===== config.mk =====
export PLATFORM = sky130hd
export DESIGN_NAME = prog_launcher_flat
export DESIGN_NICKNAME = d
export VERILOG_FILES = /design/src/rtl/prog_launcher_pkg.sv /design/src/rtl/prog_launcher_if.sv /design/src/rtl/prog_launcher_map.sv /design/src/rtl/prog_launcher.sv /design/src/flat_wrapper.sv
export SDC_FILE = /design/constraint.sdc
export NUM_CORES = 1
export LEC_CHECK = 0
export ABC_AREA = 1
export CAP_MARGIN = 20
export CORE_MARGIN = 5
export CORE_UTILIZATION = 50
export DETAILED_ROUTE_END_ITERATION = 6
export HOLD_SLACK_MARGIN = 0.06
export PLACE_DENSITY = 0.74
export SLEW_MARGIN = 20
export SYNTH_ARGS = -nofsm -noshare
export SYNTH_HDL_FRONTEND = slang
export SYNTH_HIERARCHICAL = 1
export SYNTH_SLANG_ARGS = --single-unit

===== constraint.sdc =====
create_clock -name CLK -period 6.03 [get_ports CLK]
set_clock_uncertainty 0.05 [all_clocks]
set_input_delay 1.206 -clock CLK [delete_from_list [all_inputs] [get_ports CLK]]
set_output_delay 1.206 -clock CLK [all_outputs]
set_load 0.01 [all_outputs]

===== src/rtl/prog_launcher_pkg.sv =====
// Shared types, program codes and the per-program memory layout for the job launcher.
package launcher_pkg;

  localparam int unsigned DATA_W = 24;
  localparam int unsigned ADDR_W = 8;
  localparam int unsigned BYTE_W = 8;
  localparam int unsigned PROG_W = 2;
  localparam int unsigned IDX_W  = 2;

  typedef enum logic [2:0] {IDLE, WRITE, START, WAIT, READ, RESP} state_t;

  localparam logic [PROG_W-1:0] PROG_RECIP = 2'd1;
  localparam logic [PROG_W-1:0] PROG_DIV   = 2'd2;
  localparam logic [PROG_W-1:0] PROG_SQRT  = 2'd3;

  localparam logic [ADDR_W-1:0] RECIP_WR_BASE = 8'd8;
  localparam logic [ADDR_W-1:0] RECIP_RD_BASE = 8'd10;
  localparam logic [ADDR_W-1:0] DIV_WR_BASE   = 8'd0;
  localparam logic [ADDR_W-1:0] DIV_RD_BASE   = 8'd4;
  localparam logic [ADDR_W-1:0] SQRT_WR_BASE  = 8'd12;
  localparam logic [ADDR_W-1:0] SQRT_RD_BASE  = 8'd14;

  localparam logic [IDX_W-1:0] RECIP_WR_CNT = 2'd2;
  localparam logic [IDX_W-1:0] RECIP_RD_CNT = 2'd2;
  localparam logic [IDX_W-1:0] DIV_WR_CNT   = 2'd3;
  localparam logic [IDX_W-1:0] DIV_RD_CNT   = 2'd3;
  localparam logic [IDX_W-1:0] SQRT_WR_CNT  = 2'd2;
  localparam logic [IDX_W-1:0] SQRT_RD_CNT  = 2'd1;

  typedef struct packed {
    logic [ADDR_W-1:0] wr_base;
    logic [IDX_W-1:0]  wr_cnt;
    logic [ADDR_W-1:0] rd_base;
    logic [IDX_W-1:0]  rd_cnt;
    logic              legal;
  } prog_info_t;

  // Operand byte idx of a cnt-byte operand, most significant byte first.
  function automatic logic [BYTE_W-1:0] pick_byte(input logic [DATA_W-1:0] data,
                                                  input logic [IDX_W-1:0]  cnt,
                                                  input logic [IDX_W-1:0]  idx);
    logic [IDX_W-1:0] pos;
    pos = cnt - idx - 2'd1;
    case (pos)
      2'd0:    return data[7:0];
      2'd1:    return data[15:8];
      default: return data[23:16];
    endcase
  endfunction

endpackage


===== src/rtl/prog_launcher_if.sv =====
// Job request / response handshake between a host and the launcher.
interface prog_launcher_if;
  import launcher_pkg::*;

  logic              req_valid;
  logic              req_ready;
  logic [PROG_W-1:0] req_prog;
  logic [DATA_W-1:0] req_data;
  logic              rsp_valid;
  logic              rsp_ready;
  logic [DATA_W-1:0] rsp_data;
  logic              rsp_err;

  modport master (
    output req_valid, req_prog, req_data, rsp_ready,
    input  req_ready, rsp_valid, rsp_data, rsp_err
  );

  modport slave (
    input  req_valid, req_prog, req_data, rsp_ready,
    output req_ready, rsp_valid, rsp_data, rsp_err
  );

endinterface


===== src/rtl/prog_launcher_map.sv =====
// Program code to data-memory layout lookup; code 0 reports illegal.
module prog_map
  import launcher_pkg::*;
(
  input  logic [PROG_W-1:0] prog,
  output prog_info_t        info
);

  always_comb begin
    info = '0;
    case (prog)
      PROG_RECIP: info = '{wr_base: RECIP_WR_BASE, wr_cnt: RECIP_WR_CNT,
                           rd_base: RECIP_RD_BASE, rd_cnt: RECIP_RD_CNT, legal: 1'b1};
      PROG_DIV:   info = '{wr_base: DIV_WR_BASE, wr_cnt: DIV_WR_CNT,
                           rd_base: DIV_RD_BASE, rd_cnt: DIV_RD_CNT, legal: 1'b1};
      PROG_SQRT:  info = '{wr_base: SQRT_WR_BASE, wr_cnt: SQRT_WR_CNT,
                           rd_base: SQRT_RD_BASE, rd_cnt: SQRT_RD_CNT, legal: 1'b1};
      default:    info = '0;
    endcase
  end

endmodule


===== src/rtl/prog_launcher.sv =====
// Job launcher: writes operands to data memory, pulses start, waits for halt,
// reads the result bytes back and returns them on the response handshake.
module prog_launcher
  import launcher_pkg::*;
#(
  parameter int unsigned START_CYCLES = 2,
  parameter int unsigned HOLDOFF      = 2,
  parameter int unsigned TIMEOUT      = 4096
) (
  input  logic              CLK,
  input  logic              reset,
  prog_launcher_if.slave    host,
  output logic              start,
  input  logic              halt,
  output logic              mem_we,
  output logic [ADDR_W-1:0] mem_addr,
  output logic [BYTE_W-1:0] mem_wdata,
  input  logic [BYTE_W-1:0] mem_rdata
);

  localparam int unsigned SH_MAX  = (START_CYCLES > HOLDOFF) ? START_CYCLES : HOLDOFF;
  localparam int unsigned CNT_MAX = (TIMEOUT > SH_MAX) ? TIMEOUT : SH_MAX;
  localparam int unsigned CNT_W   = $clog2(CNT_MAX + 1);

  state_t              state;
  logic [PROG_W-1:0]   prog_q;
  logic [DATA_W-1:0]   data_q;
  logic [IDX_W-1:0]    idx;
  logic [CNT_W-1:0]    cnt;
  logic                armed;
  logic [15:0]         result;
  logic [PROG_W-1:0]   map_prog;
  prog_info_t          info;

  // In IDLE the layout must come from the request itself so the first write issues on accept.
  assign map_prog = (state == IDLE) ? host.req_prog : prog_q;

  prog_map u_map (
    .prog (map_prog),
    .info (info)
  );

  always_ff @(posedge CLK) begin
    if (reset) begin
      state          <= IDLE;
      host.req_ready <= 1'b1;
      host.rsp_valid <= 1'b0;
      host.rsp_data  <= '0;
      host.rsp_err   <= 1'b0;
      start          <= 1'b0;
      mem_we         <= 1'b0;
      mem_addr       <= '0;
      mem_wdata      <= '0;
      prog_q         <= '0;
      data_q         <= '0;
      idx            <= '0;
      cnt            <= '0;
      armed          <= 1'b0;
      result         <= '0;
    end else begin
      case (state)
        IDLE: begin
          if (host.req_valid && host.req_ready) begin
            prog_q         <= host.req_prog;
            data_q         <= host.req_data;
            result         <= '0;
            host.req_ready <= 1'b0;
            if (info.legal) begin
              state     <= WRITE;
              mem_we    <= 1'b1;
              mem_addr  <= info.wr_base;
              mem_wdata <= pick_byte(host.req_data, info.wr_cnt, 2'd0);
              idx       <= 2'd1;
            end else begin
              state         <= RESP;
              host.rsp_valid <= 1'b1;
              host.rsp_err   <= 1'b1;
              host.rsp_data  <= '0;
            end
          end
        end

        WRITE: begin
          if (idx == info.wr_cnt) begin
            mem_we    <= 1'b0;
            mem_addr  <= '0;
            mem_wdata <= '0;
            start     <= 1'b1;
            cnt       <= CNT_W'(1);
            state     <= START;
          end else begin
            mem_addr  <= info.wr_base + ADDR_W'(idx);
            mem_wdata <= pick_byte(data_q, info.wr_cnt, idx);
            idx       <= idx + 2'd1;
          end
        end

        START: begin
          if (cnt == CNT_W'(START_CYCLES)) begin
            start <= 1'b0;
            cnt   <= '0;
            armed <= (HOLDOFF == 0);
            state <= WAIT;
          end else begin
            cnt <= cnt + CNT_W'(1);
          end
        end

        // Holdoff first (halt ignored, may be stale from the previous job), then timed wait.
        WAIT: begin
          if (!armed) begin
            if (cnt == CNT_W'(HOLDOFF - 1)) begin
              armed <= 1'b1;
              cnt   <= '0;
            end else begin
              cnt <= cnt + CNT_W'(1);
            end
          end else if (halt) begin
            state    <= READ;
            mem_addr <= info.rd_base;
            idx      <= 2'd1;
          end else if (cnt == CNT_W'(TIMEOUT - 1)) begin
            state          <= RESP;
            host.rsp_valid <= 1'b1;
            host.rsp_err   <= 1'b1;
            host.rsp_data  <= '0;
          end else begin
            cnt <= cnt + CNT_W'(1);
          end
        end

        READ: begin
          result <= {result[7:0], mem_rdata};
          if (idx == info.rd_cnt) begin
            state          <= RESP;
            mem_addr       <= '0;
            host.rsp_valid <= 1'b1;
            host.rsp_err   <= 1'b0;
            host.rsp_data  <= {result, mem_rdata};
          end else begin
            mem_addr <= info.rd_base + ADDR_W'(idx);
            idx      <= idx + 2'd1;
          end
        end

        RESP: begin
          if (host.rsp_ready) begin
            host.rsp_valid <= 1'b0;
            host.rsp_err   <= 1'b0;
            host.rsp_data  <= '0;
            host.req_ready <= 1'b1;
            state          <= IDLE;
          end
        end

        default: state <= IDLE;
      endcase
    end
  end

endmodule


===== src/flat_wrapper.sv =====
// flat-port wrapper written by rule: the top's interface ports become plain ports
module prog_launcher_flat import launcher_pkg::*;
#(
  parameter int unsigned START_CYCLES = 2,
  parameter int unsigned HOLDOFF      = 2,
  parameter int unsigned TIMEOUT      = 4096
)
  (CLK, reset, start, halt, mem_we, mem_addr, mem_wdata, mem_rdata, host_req_valid, host_req_prog, host_req_data, host_rsp_ready, host_req_ready, host_rsp_valid, host_rsp_data, host_rsp_err);
  prog_launcher_if host_i ();
  input  logic CLK;
  input  logic reset;
  output logic start;
  input  logic halt;
  output logic mem_we;
  output logic [ADDR_W-1:0] mem_addr;
  output logic [BYTE_W-1:0] mem_wdata;
  input  logic [BYTE_W-1:0] mem_rdata;
  input wire logic [$bits(host_i.req_valid)-1:0] host_req_valid;
  input wire logic [$bits(host_i.req_prog)-1:0] host_req_prog;
  input wire logic [$bits(host_i.req_data)-1:0] host_req_data;
  input wire logic [$bits(host_i.rsp_ready)-1:0] host_rsp_ready;
  output wire logic [$bits(host_i.req_ready)-1:0] host_req_ready;
  output wire logic [$bits(host_i.rsp_valid)-1:0] host_rsp_valid;
  output wire logic [$bits(host_i.rsp_data)-1:0] host_rsp_data;
  output wire logic [$bits(host_i.rsp_err)-1:0] host_rsp_err;
  assign host_i.req_valid = host_req_valid;
  assign host_i.req_prog = host_req_prog;
  assign host_i.req_data = host_req_data;
  assign host_i.rsp_ready = host_rsp_ready;
  assign host_req_ready = host_i.req_ready;
  assign host_rsp_valid = host_i.rsp_valid;
  assign host_rsp_data = host_i.rsp_data;
  assign host_rsp_err = host_i.rsp_err;
  prog_launcher #(.START_CYCLES(START_CYCLES), .HOLDOFF(HOLDOFF), .TIMEOUT(TIMEOUT)) u_core (.CLK(CLK), .reset(reset), .host(host_i), .start(start), .halt(halt), .mem_we(mem_we), .mem_addr(mem_addr), .mem_wdata(mem_wdata), .mem_rdata(mem_rdata));
endmodule

==> metrics.txt <==
CP Max Fanout=13; Die Ht=120 µm; vias per cell=5.12; Avg Cell Area, Syn=6.44 µm²; setup bufs post-CTS=0; Synth Register Bits=106; DPL Wire Length=10.3 mm; area post-placement=0.00680 mm²; Non-Filler Instances=1148; ANT nets after route=0; Finished Cell Area=0.00710 mm²; most common cell after layout, fill and taps aside=nand2_1; register area share after synthesis=0.350; DRT Pass-1 Iters=5; I/O pins=84; yosys warns=6; RSZ-0062 raised after global routing=no; Post-Route Utilization=0.593; dpl ws=1750 ps; worst hold path type=reg2reg; # rows=40; outcome=complete, no violations; Ant. Diodes=0; Root Driver=clkbuf_16; # port buffers=83; Hold-fix buffers, CTS=0; Critical Path AT=4190 ps; Gate Count Post-Synth=941; P_sw=1.68 mW; GRT overflow=0; number of global-route vias before repair=5540; Final Hold Fails=0; Placer Congestion=0.883; CP startpoint kind=input port; commonest non-fill, non-tap cells in the layout=nand2_1 (250), nor2_1 (129), dfxtp_1 (106), inv_1 (93), a21oi_1 (89); largest net degree at the start of global routing=56; DR iter-0 viols=473; Post-CTS Resized=0; max_cap viols=0; Worst Tran Pin Value=903 ps; Post-layout nets=1051; Slew Viols, Final=0; Lkg Pwr=3.03 nW; Die X=120 µm; switch share=0.479; slack of the critical path=2080 ps; final critical-path share of the clock period=0.655; dpl cells=1131; P_int=1.83 mW; Worst slew margin=0.397; cts bufs inserted=9; CTS Buffer Depth=2; CTS sink cnt=106; initial core utilization=0.506; initial antenna violation count=0; crit path capture type=flop; Seq pwr share=0.276; die area=0.0144 mm²; Setup TNS=0 ps; Worst EP required=6270 ps; routed len/inst=13.1 µm; Final setup viols=0; share of post-route cells with drive strength above 1=0.0539; maximum clock rate=253 MHz; DRC=0; Worst-path clk slew=70 ps; CTS tree=built; Final min period=3950 ps; via count=5878; Total Wirelength=15.1 mm; Core ar.=0.0120 mm²; P&R area growth vs syn=17.2%; fillers=1206; H-Tree Level Count=3; CP Class=in2reg; Max VDD drop=222 µV; PD cells=494 mW/mm²; worst skew pair latency=360 ps; Syn Std Cell Area=0.00606 mm²; Synth cell types=37; part of the power in combinational logic=0.559; clock share of power=0.165; global-route wire length before repair=25.9 mm; total global-route track usage=0.217
-- sequential cells by signal, indices dropped and copies added (netlist names), 2 cells and up --
signal and cells:
u_core/mem_addr 8, u_core/cnt 13, u_core/state 3, u_core/host.rsp_data 24, u_core/data_q 24, u_core/result 16, u_core/prog_q 2, u_core/idx 2
u_core/mem_wdata 8
-- metrics by stage --
step | hold slack (ps) | power, mW
2_1_floorplan | 376 | 2.49
3_3_place_gp | 389 | 2.91
3_5_place_dp | 397 | 2.92
4_1_cts | 406 | 3.51
5_1_grt | 422 | 3.86
6_report | 405 | 3.51
-- final cells by class --
cell class	count	area (µm²)	share of cell area
Tap cell	147	184	0.0259
Multi-Input combinational cell	690	3270	0.460
Sequential cell	106	2120	0.299
Clock inverter	6	60.1	0.00846
Inverter	103	389	0.0548
Clock buffer	10	229	0.0323
Timing Repair Buffer	86	848	0.120
-- critical path: stages --
cell	delay (ps)
clkdlybuf4s50_1	500
nand2_1	60
o21ai_0	140
ha_1	350
nor2_1	60
nor2_1	610
inv_1	180
fa_1	470
inv_1	120
nand3_1	80
nand2_1	90
nand3_1	80
nand3_1	100
nand2_1	50
a21oi_1	100
-- power groups by stage --
stage | logic (mW) | clock network (mW) | registers (mW)
after floorplan | 1.50 | 0 | 0.997
after CTS | 1.95 | 0.597 | 0.967
after global placement | 1.93 | 0 | 0.979
after global routing | 2.24 | 0.624 | 0.990
after detailed placement | 1.94 | 0 | 0.981
final | 1.96 | 0.580 | 0.967
-- final timing paths --
kind                                      start  slack [ps]  cells after the start                         endpoint
setup reg to reg   u_core/state[0]$_SDFFE_PP0P_        2510                     16  u_core/mem_addr[4]$_SDFFE_PP0P_
hold / removal    u_core/prog_q[0]$_SDFFE_PP0P_         400                      2    u_core/prog_q[0]$_SDFFE_PP0P_
hold reg to reg   u_core/prog_q[0]$_SDFFE_PP0P_         400                      2    u_core/prog_q[0]$_SDFFE_PP0P_
setup / recovery               host_req_prog[1]        2080                     15  u_core/mem_addr[4]$_SDFFE_PP0P_
-- cells in the mapped netlist (all sizes together) --
| library cell | instances | area share |
|---|---|---|
| a21oi | 91 | 0.078 |
| buf | 35 | 0.042 |
| clkbuf | 17 | 0.011 |
| clkinv | 1 | 0.00062 |
| conb | 1 | 0.00062 |
| dfxtp | 106 | 0.35 |
| fa | 2 | 0.0066 |
| ha | 14 | 0.029 |
| inv | 102 | 0.064 |
| nand2 | 259 | 0.17 |
| nand3 | 85 | 0.071 |
| nand3b | 4 | 0.0050 |
| nand4 | 9 | 0.0093 |
| nor2 | 138 | 0.095 |
| nor3 | 7 | 0.0058 |
| o21ai | 60 | 0.051 |
| o21bai | 1 | 0.0012 |
| o22ai | 2 | 0.0021 |
| or2 | 3 | 0.0031 |
| xnor2 | 1 | 0.0014 |
| xor2 | 3 | 0.0056 |
-- per-layer routing --
metal,wire length (µm),up-vias,GRT usage
li1,-,3081,-
met1,7150,2645,0.282
met2,6880,138,0.362
met3,856,14,0.0518
met4,177,0,0.0573
met5,0,-,0
-- cell families after synthesis --
logic type               synth area share
AO/OA/AOI/OAI                       0.132
AND/OR/NAND/NOR                     0.357
adder cells (fa/ha/maj)            0.0355
other                            0.000619
buffers and inverters               0.117
flip-flops                          0.350
XOR/XNOR                          0.00703
Note: power is estimated with default switching activity, not from simulation.
